==> config.mk <==
export PLATFORM = sky130hd
export DESIGN_NAME = dmem_lsu
export DESIGN_NICKNAME = d
export VERILOG_FILES = /design/src/rtl/dmem_lsu.sv
export SDC_FILE = /design/constraint.sdc
export NUM_CORES = 1
export LEC_CHECK = 0
export ABC_AREA = 0
export BUFFER_PORTS_ARGS = -buffer_cell sky130_fd_sc_hd__buf_2
export CAP_MARGIN = 20
export CORE_MARGIN = 10
export CORE_UTILIZATION = 53
export CTS_CLUSTER_DIAMETER = 50
export DETAILED_ROUTE_END_ITERATION = 10
export PLACE_DENSITY = 0.83
export SLEW_MARGIN = 30
export SYNTH_ARGS = -nofsm -noshare
export SYNTH_HDL_FRONTEND = slang
export SYNTH_SLANG_ARGS = --single-unit
==> constraint.sdc <==
create_clock -name clk -period 4.55 [get_ports clk]
set_clock_uncertainty 0.1 [all_clocks]
set_input_delay 0.455 -clock clk [delete_from_list [all_inputs] [get_ports clk]]
set_output_delay 0.455 -clock clk [all_outputs]
set_load 0.005 [all_outputs]
==> src/rtl/dmem_lsu.sv <==
// Load/store unit for the MEM stage: turns byte-addressed RV32I loads/stores into
// one or two aligned, byte-enabled word transactions and extends load results.
module dmem_lsu #(
    parameter int DM_ADDRESS = 9,
    parameter int DATA_W     = 32
) (
    input  logic                  clk,
    input  logic                  rst_n,
    input  logic                  MemRead,
    input  logic                  MemWrite,
    input  logic [DM_ADDRESS-1:0] a,
    input  logic [DATA_W-1:0]     wd,
    input  logic [2:0]            Funct3,
    output logic [DATA_W-1:0]     rd,
    output logic                  rd_valid,
    output logic                  stall,
    output logic                  mem_req,
    output logic                  mem_we,
    output logic [DM_ADDRESS-1:0] mem_addr,
    output logic [3:0]            mem_be,
    output logic [DATA_W-1:0]     mem_wdata,
    input  logic                  mem_ack,
    input  logic [DATA_W-1:0]     mem_rdata
);

    typedef enum logic [1:0] {IDLE, BEAT0, BEAT1, DONE} state_t;

    state_t                state_q, state_d;
    logic                  is_load_q, is_load_d;
    logic [DATA_W-1:0]     rd_q, rd_d;
    logic [DM_ADDRESS-1:0] addr_q, addr_d;
    logic [DATA_W-1:0]     wd_q, wd_d;
    logic [2:0]            f3_q, f3_d;
    logic [DATA_W-1:0]     asm_q, asm_d;

    logic [1:0]            off;
    logic [3:0]            size_mask;
    logic                  split;
    logic [7:0]            be_wide;
    logic [2*DATA_W-1:0]   wdata_wide;
    logic [2*DATA_W-1:0]   load_wide;
    logic [DATA_W-1:0]     load_word;
    logic [DM_ADDRESS-1:0] word_addr;

    function automatic logic [DATA_W-1:0] extend(input logic [DATA_W-1:0] v,
                                                 input logic [2:0]        f3);
        case (f3[1:0])
            2'b00:   extend = f3[2] ? {{(DATA_W-8){1'b0}}, v[7:0]}
                                    : {{(DATA_W-8){v[7]}}, v[7:0]};
            2'b01:   extend = f3[2] ? {{(DATA_W-16){1'b0}}, v[15:0]}
                                    : {{(DATA_W-16){v[15]}}, v[15:0]};
            default: extend = v;
        endcase
    endfunction

    // Both beats come from one double-word view: low half is beat0, high half is beat1.
    assign off        = addr_q[1:0];
    assign size_mask  = (f3_q[1:0] == 2'b00) ? 4'b0001 :
                        (f3_q[1:0] == 2'b01) ? 4'b0011 : 4'b1111;
    assign split      = ((f3_q[1:0] == 2'b01) && (off == 2'd3)) ||
                        (f3_q[1] && (off != 2'd0));
    assign be_wide    = {4'b0000, size_mask} << off;
    assign wdata_wide = {{DATA_W{1'b0}}, wd_q} << {off, 3'b000};
    assign load_wide  = split ? {mem_rdata, asm_q} : {{DATA_W{1'b0}}, mem_rdata};
    assign load_word  = DATA_W'(load_wide >> {off, 3'b000});
    assign word_addr  = {addr_q[DM_ADDRESS-1:2], 2'b00};

    always_ff @(posedge clk or negedge rst_n) begin
        if (!rst_n) begin
            state_q   <= IDLE;
            is_load_q <= 1'b0;
            rd_q      <= '0;
        end else begin
            state_q   <= state_d;
            is_load_q <= is_load_d;
            rd_q      <= rd_d;
        end
    end

    // Request latches only matter while a transaction is in flight.
    always_ff @(posedge clk) begin
        addr_q <= addr_d;
        wd_q   <= wd_d;
        f3_q   <= f3_d;
        asm_q  <= asm_d;
    end

    always_comb begin
        state_d   = state_q;
        is_load_d = is_load_q;
        rd_d      = rd_q;
        addr_d    = addr_q;
        wd_d      = wd_q;
        f3_d      = f3_q;
        asm_d     = asm_q;
        case (state_q)
            IDLE: begin
                if (MemRead || MemWrite) begin
                    addr_d    = a;
                    wd_d      = wd;
                    f3_d      = Funct3;
                    is_load_d = MemRead;
                    state_d   = BEAT0;
                end
            end
            BEAT0: begin
                if (mem_ack) begin
                    if (split) begin
                        asm_d   = mem_rdata;
                        state_d = BEAT1;
                    end else begin
                        if (is_load_q) rd_d = extend(load_word, f3_q);
                        state_d = DONE;
                    end
                end
            end
            BEAT1: begin
                if (mem_ack) begin
                    if (is_load_q) rd_d = extend(load_word, f3_q);
                    state_d = DONE;
                end
            end
            default: state_d = IDLE;
        endcase
    end

    always_comb begin
        mem_req   = 1'b0;
        mem_we    = 1'b0;
        mem_addr  = '0;
        mem_be    = 4'b0000;
        mem_wdata = '0;
        rd_valid  = 1'b0;
        stall     = 1'b0;
        case (state_q)
            IDLE: stall = MemRead || MemWrite;
            BEAT0: begin
                stall     = 1'b1;
                mem_req   = 1'b1;
                mem_we    = !is_load_q;
                mem_addr  = word_addr;
                mem_be    = be_wide[3:0];
                mem_wdata = is_load_q ? '0 : wdata_wide[DATA_W-1:0];
            end
            BEAT1: begin
                stall     = 1'b1;
                mem_req   = 1'b1;
                mem_we    = !is_load_q;
                mem_addr  = word_addr + DM_ADDRESS'(4);
                mem_be    = be_wide[7:4];
                mem_wdata = is_load_q ? '0 : wdata_wide[2*DATA_W-1:DATA_W];
            end
            default: rd_valid = is_load_q;
        endcase
    end

    assign rd = rd_q;

endmodule

Word-level counts from Yosys, hierarchy flattened. Index checks and enable logic that the tools add are counted.

Memory bits (writable): 0. Logic and storage cells: 59. ROM bits: 0. Register bits after elaboration: 111. Output and inout port bits: 81. Latch bits: 0. Memories: 0.

Eq/ne operators: 8. Div/mod/pow operators: 0. Multiply operators: 0. Add/subtract/negate cells: 1. Muxes and demuxes: 25. Bitwise logic cells: 0. Order comparisons: 0. Reductions and logical operators: 15. Shifts and indexed selects: 3.

Operators by type and width (number): 32-bit 2-to-1 mux (8); 32-bit one-hot mux with 2 select lines (3); 64-bit 2-to-1 mux (1); 32-bit by 5-bit left shift with 64-bit output (1); 64-bit by 5-bit >> shifter with 32-bit output (1); 9-bit one-hot mux with 2 select lines (1); 9-bit by 3-bit adder with 9-bit output (second input constant) (1); 4-bit 2-to-1 mux (2); 2-bit inequality test (second input constant) (4); 4-bit one-hot mux with 2 select lines (1); 4-bit by 2-bit left shift with 8-bit output (1); 2-bit 2-to-1 mux (3); 2-bit one-hot mux with 3 select lines (1); 3-bit AND reduction (2); 2-bit by 1-bit == test with 1-bit output (second input constant) (2); 2-bit == test (second input constant) (2); 2-bit logical NOT (2); 1-bit 2-to-1 mux (4); 4-bit AND reduction (1); 2-bit nonzero test (2); 3-bit OR reduction (1); 1-bit logical AND (2); 1-bit logical OR (2); 1-bit one-hot mux with 2 select lines (1); other kinds (3) (3).

Logic depth before layout (Yosys ltp).
Depth in word-level cells: 11. Mapped depth: 9.

Worst setup path after synthesis. No wires, ideal clock.

Path kind: register to output. From: reg state_q[0]. To: out stall. Cell stages (with the launch flop): 6. Arrival time: 2.950 ns. Buffers on the path: 0. Path slack: 1.045 ns. Required time: 3.995 ns. Path through: dfrtp_1 > inv_1 > ha_1 > nor2b_1 > nor2_1 > nor2_1.

Longest elaborated chain between the ends: 3. Elaborated cells between the ends (all ways): 5.

RTL lines: start: declaration (RTL line 28) `state_t state_q, state_d;`; start signal: assignment (RTL line 74) `state_q <= state_d;`; 2-bit == test / 2-bit by 1-bit == test with 1-bit output (equally long branches) (RTL line 135) `case (state_q)`; 2-bit OR reduction (no source line); 1-bit one-hot mux with 2 select lines * (RTL line 135); end: declaration (RTL line 16) `output logic stall,`.

Mark *: on every way between the ends. The rest lies on a longest branch, timed or not.

Worst setup path in the final report.
From: reg state_q[1]. To: out mem_wdata[12].

Longest elaborated chain between the ends: 2. Elaborated cells between the ends (all ways): 3.

RTL lines: 2-bit == test / 2-bit by 1-bit == test with 1-bit output (equally long branches) (RTL line 135); 32-bit one-hot mux with 2 select lines * (RTL line 135); end: declaration (RTL line 21) `output logic [DATA_W-1:0] mem_wdata,`.

Marked as above.

==> results summary <==
The flow ran to the end, and the final reports show no timing, DRC or antenna violations. The total of endpoints with negative setup slack in the final report is 0. The initial cell density of the core is 0.547.

The number of nets in the layout is 757. Counting stages on the worst path, the most repeated cell is inv_1. The path depth of the worst reg2reg path came out at 6.

The maximum count of clock buffers along a single path is 2. The async set or reset register ratio after synthesis is 0.340. The die height is 126 um.

The DRC violation count after routing is 0. The post-synthesis instance area is 5980 um2. The fill cell total of the finished layout is 871.

The normalized max-slew margin is 0.374. For this block, the routed nets add up to 16700 um of wire. The first-pass GRT wire length is 27000 um. The utilization of the core after routing came out at 0.653.

In the routed layout, each cell is associated on average with a via count of 6.06. The count of final max-slew check failures is 0. The data required time of the worst path is 3.99 ns.

The total number of clock tree sinks is 103. Of all nets on the critical path, the largest fanout is 12. The worst voltage drop across the vdd grid came out at 0.296 mV. The clock latency of the later-clocked register in the worst-skew pair is 0.34 ns. TritonCTS built the clock tree.

The number of buffers created by CTS came out at 9. The number of antenna diodes in the final layout is 0. The area occupied by multi-input gates is 2810 um2. The largest single stage delay on the critical path is 0.59 ns.

The H-tree level count is 3. Summed over all layers, the global routing overflow is 0. The power density of the placed cells is 597 nW/um2. The actual slew at the worst max-slew pin came out at 0.939 ns. Counting flops with a built-in enable in the synthesized netlist gives 68. The placeable core area came out at 10900 um2. The largest area contributor in the synthesized netlist is edfxtp_1. The number of DRC violations after detailed-routing iteration 0 came out at 437. The library cell used most frequently in the layout, excluding fill and tap cells, is buf_2. Across all register-to-register paths, the minimum setup slack is 1.57 ns. The fraction of the cycle the final worst path needs is 0.730. Based on the critical path, the design can be clocked at up to 301 MHz.

The area overhead of the layout relative to synthesis came out at 19.5%. For this design, the CTS-stage hold fixing added 0 buffers. The number of synthesis warnings is 0. The minimum clock period is 3.32 ns.

The number of nets with antenna violations after routing came out at 0. The average wire per standard cell is 20.5 um. The via count of the first global-routing pass came out at 5085. The data arrival time of the critical path is 2.77 ns. After floorplanning, the core was divided into 38 placement rows. The worst hold path belongs to the class primary input to async pin. The critical path goes through inv_1, ha_1, nor2b_1, inv_1, a2bb2oi_1, nor2_1, buf_2.

The number of hold violations in the final report came out at 0. The congestion estimate from routability-driven global placement came to 0.845. The uppermost layer routed is met4. The detailed router placed 4949 vias in this run. The wire length on met1 came out at 6850 um. The overall die area came out at 15900 um2. The static leakage is 0.00299 uW.

Synthesis inferred 103 register bits. By area the synthesized netlist is led by edfxtp_1, dfrtp_1, mux4_2. The leading register cell type out of synthesis is edfxtp_1. The endpoint identified for the worst register-to-register timing path is rd[9]. The buffer type at the clock tree root is clkbuf_16. Final hold analysis gives a worst-case slack of 0.111 ns. The instance count of the mapped netlist came out at 537. The maximum number of pins on one net before global-route repair is 58. Of the post-synthesis cell area, the dominant cell type holds 0.341. The startpoint identified for the worst register-to-register timing path is addr_q[0]. The top cell types in the final layout, fill and taps aside, are buf_2, nor2_1, edfxtp_1, nand2_1, mux2i_1. The initial antenna violation count came out at 0. The die boundary width is 126 um. The sum of met2 wire segment lengths after detailed routing came out at 8020 um. The total area of sequential cells is 2920 um2. The port buffer count is 159.

The slowest stage of the critical path belongs to the cell nor2b_1. The setup path with the least slack is of type flop to output pin. Max-cap violations in this run came to 0.

The number of ports placed on the die boundary came out at 162. The setup fix buffers added after clock tree synthesis is 0. The layout cell share with drive strength beyond 1 is 0.357. The met3 wire length is 1600 um. Once detailed placement completed, the half-perimeter wirelength came to 12300 um.

The count of unique library cells instantiated by Yosys is 47. The first detailed-routing pass ran for 6 iterations. The synthesized area per cell came out at 11.1 um2. STA classifies the critical path endpoint as an output pin.

The sequential fraction of the synthesis area is 0.488. Setup repair after global routing left no endpoint under its margin. The clock input transition at the sequential cells of the worst setup and hold paths is 0.07 ns.

The combined global-route utilization of all metal layers came out at 0.205. Adding up every negative setup slack in the final design gives 0 ns. The nature of the critical path startpoint is a flop. The count of instances resized after the clock tree is built is 0.
-- through the flow --
| stage | instances | cell area, um2 | total power, uW | setup slack, ns |
|---|---|---|---|---|
| 6_report | 816 | 7140 | 4260 | 1.23 |
| 5_1_grt | 816 | 7140 | 4530 | 1.04 |
| 4_1_cts | 816 | 7140 | 4280 | 1.20 |
| 3_5_place_dp | 800 | 6820 | 3440 | 1.56 |
| 3_3_place_gp | 800 | 6820 | 3350 | 1.69 |
| 2_1_floorplan | 538 | 5980 | 2780 | 1.04 |
-- power breakdown --
group / internal [uW] / switching, uW
Sequential: 1330 / 185
Clock: 498 / 344
Combinational: 814 / 1090
Total: 2640 / 1620
-- critical path, delay by kind of cell, from the launching register on --
kind            cells  cell delay [ns]
flops               1             0.41
compound gates      1             0.24
simple gates        2             0.72
fa+ha+maj           1             0.38
buf+inv             3             0.66
-- cell families after synthesis --
family,after synthesis,share of synthesized area
DFF,103,0.488
adders and majority gates,5,0.0105
muxes,79,0.180
other,1,0.000627
xor gates and xnor gates,1,0.00147
AOI/OAI and AO/OA,132,0.164
buffers and inverters,61,0.0465
and+or+nand+nor,155,0.109
-- layout make-up --
class                           instances  share of cell area
Sequential cell                       103               0.408
Timing Repair Buffer                  167               0.120
Multi-Input combinational cell        374               0.394
Clock inverter                          5              0.0114
Tap cell                              140              0.0245
Inverter                               16             0.00841
Clock buffer                           11              0.0340
-- sequential cells by signal, summed over array words and instances, names as in the netlist --
signal     cells
state_q        2
asm_q         24
addr_q         9
wd_q          32
rd            32
is_load_q      1
f3_q           3
-- synth_stat cells (all sizes together), types with 4 or more instances --
cell	number
ha	5
nand2	41
and2	5
dfrtp	35
nand3	8
a211oi	10
a22oi	8
mux2	18
inv	16
nor3	6
nor2b	5
edfxtp	68
o22a	5
a22o	9
mux2i	40
o21ai	23
buf	28
a2bb2oi	9
a31oi	17
o32a	7
nor2	81
and3	4
mux4	21
a21oi	31
clkbuf	17
-- worst max-delay path by stage --
stage	startpoint	endpoint	depth (start not counted)
2_1_floorplan	state_q[0]	stall	5
3_3_place_gp	addr_q[0]	rd[9]	6
3_5_place_dp	addr_q[0]	rd[13]	6
4_1_cts	state_q[0]	mem_be[2]	8
5_1_grt	state_q[1]	mem_be[0]	7
6_report	state_q[1]	mem_wdata[12]	7
-- per-layer routing --
| layer | track usage | vias to the layer above |
|---|---|---|
| li1 | - | 2268 |
| met3 | 0.0566 | 22 |
| met2 | 0.332 | 293 |
| met1 | 0.262 | 2366 |
| met5 | 0 | - |
| met4 | 0.0650 | 0 |
Power figures use the tool's default switching activity.
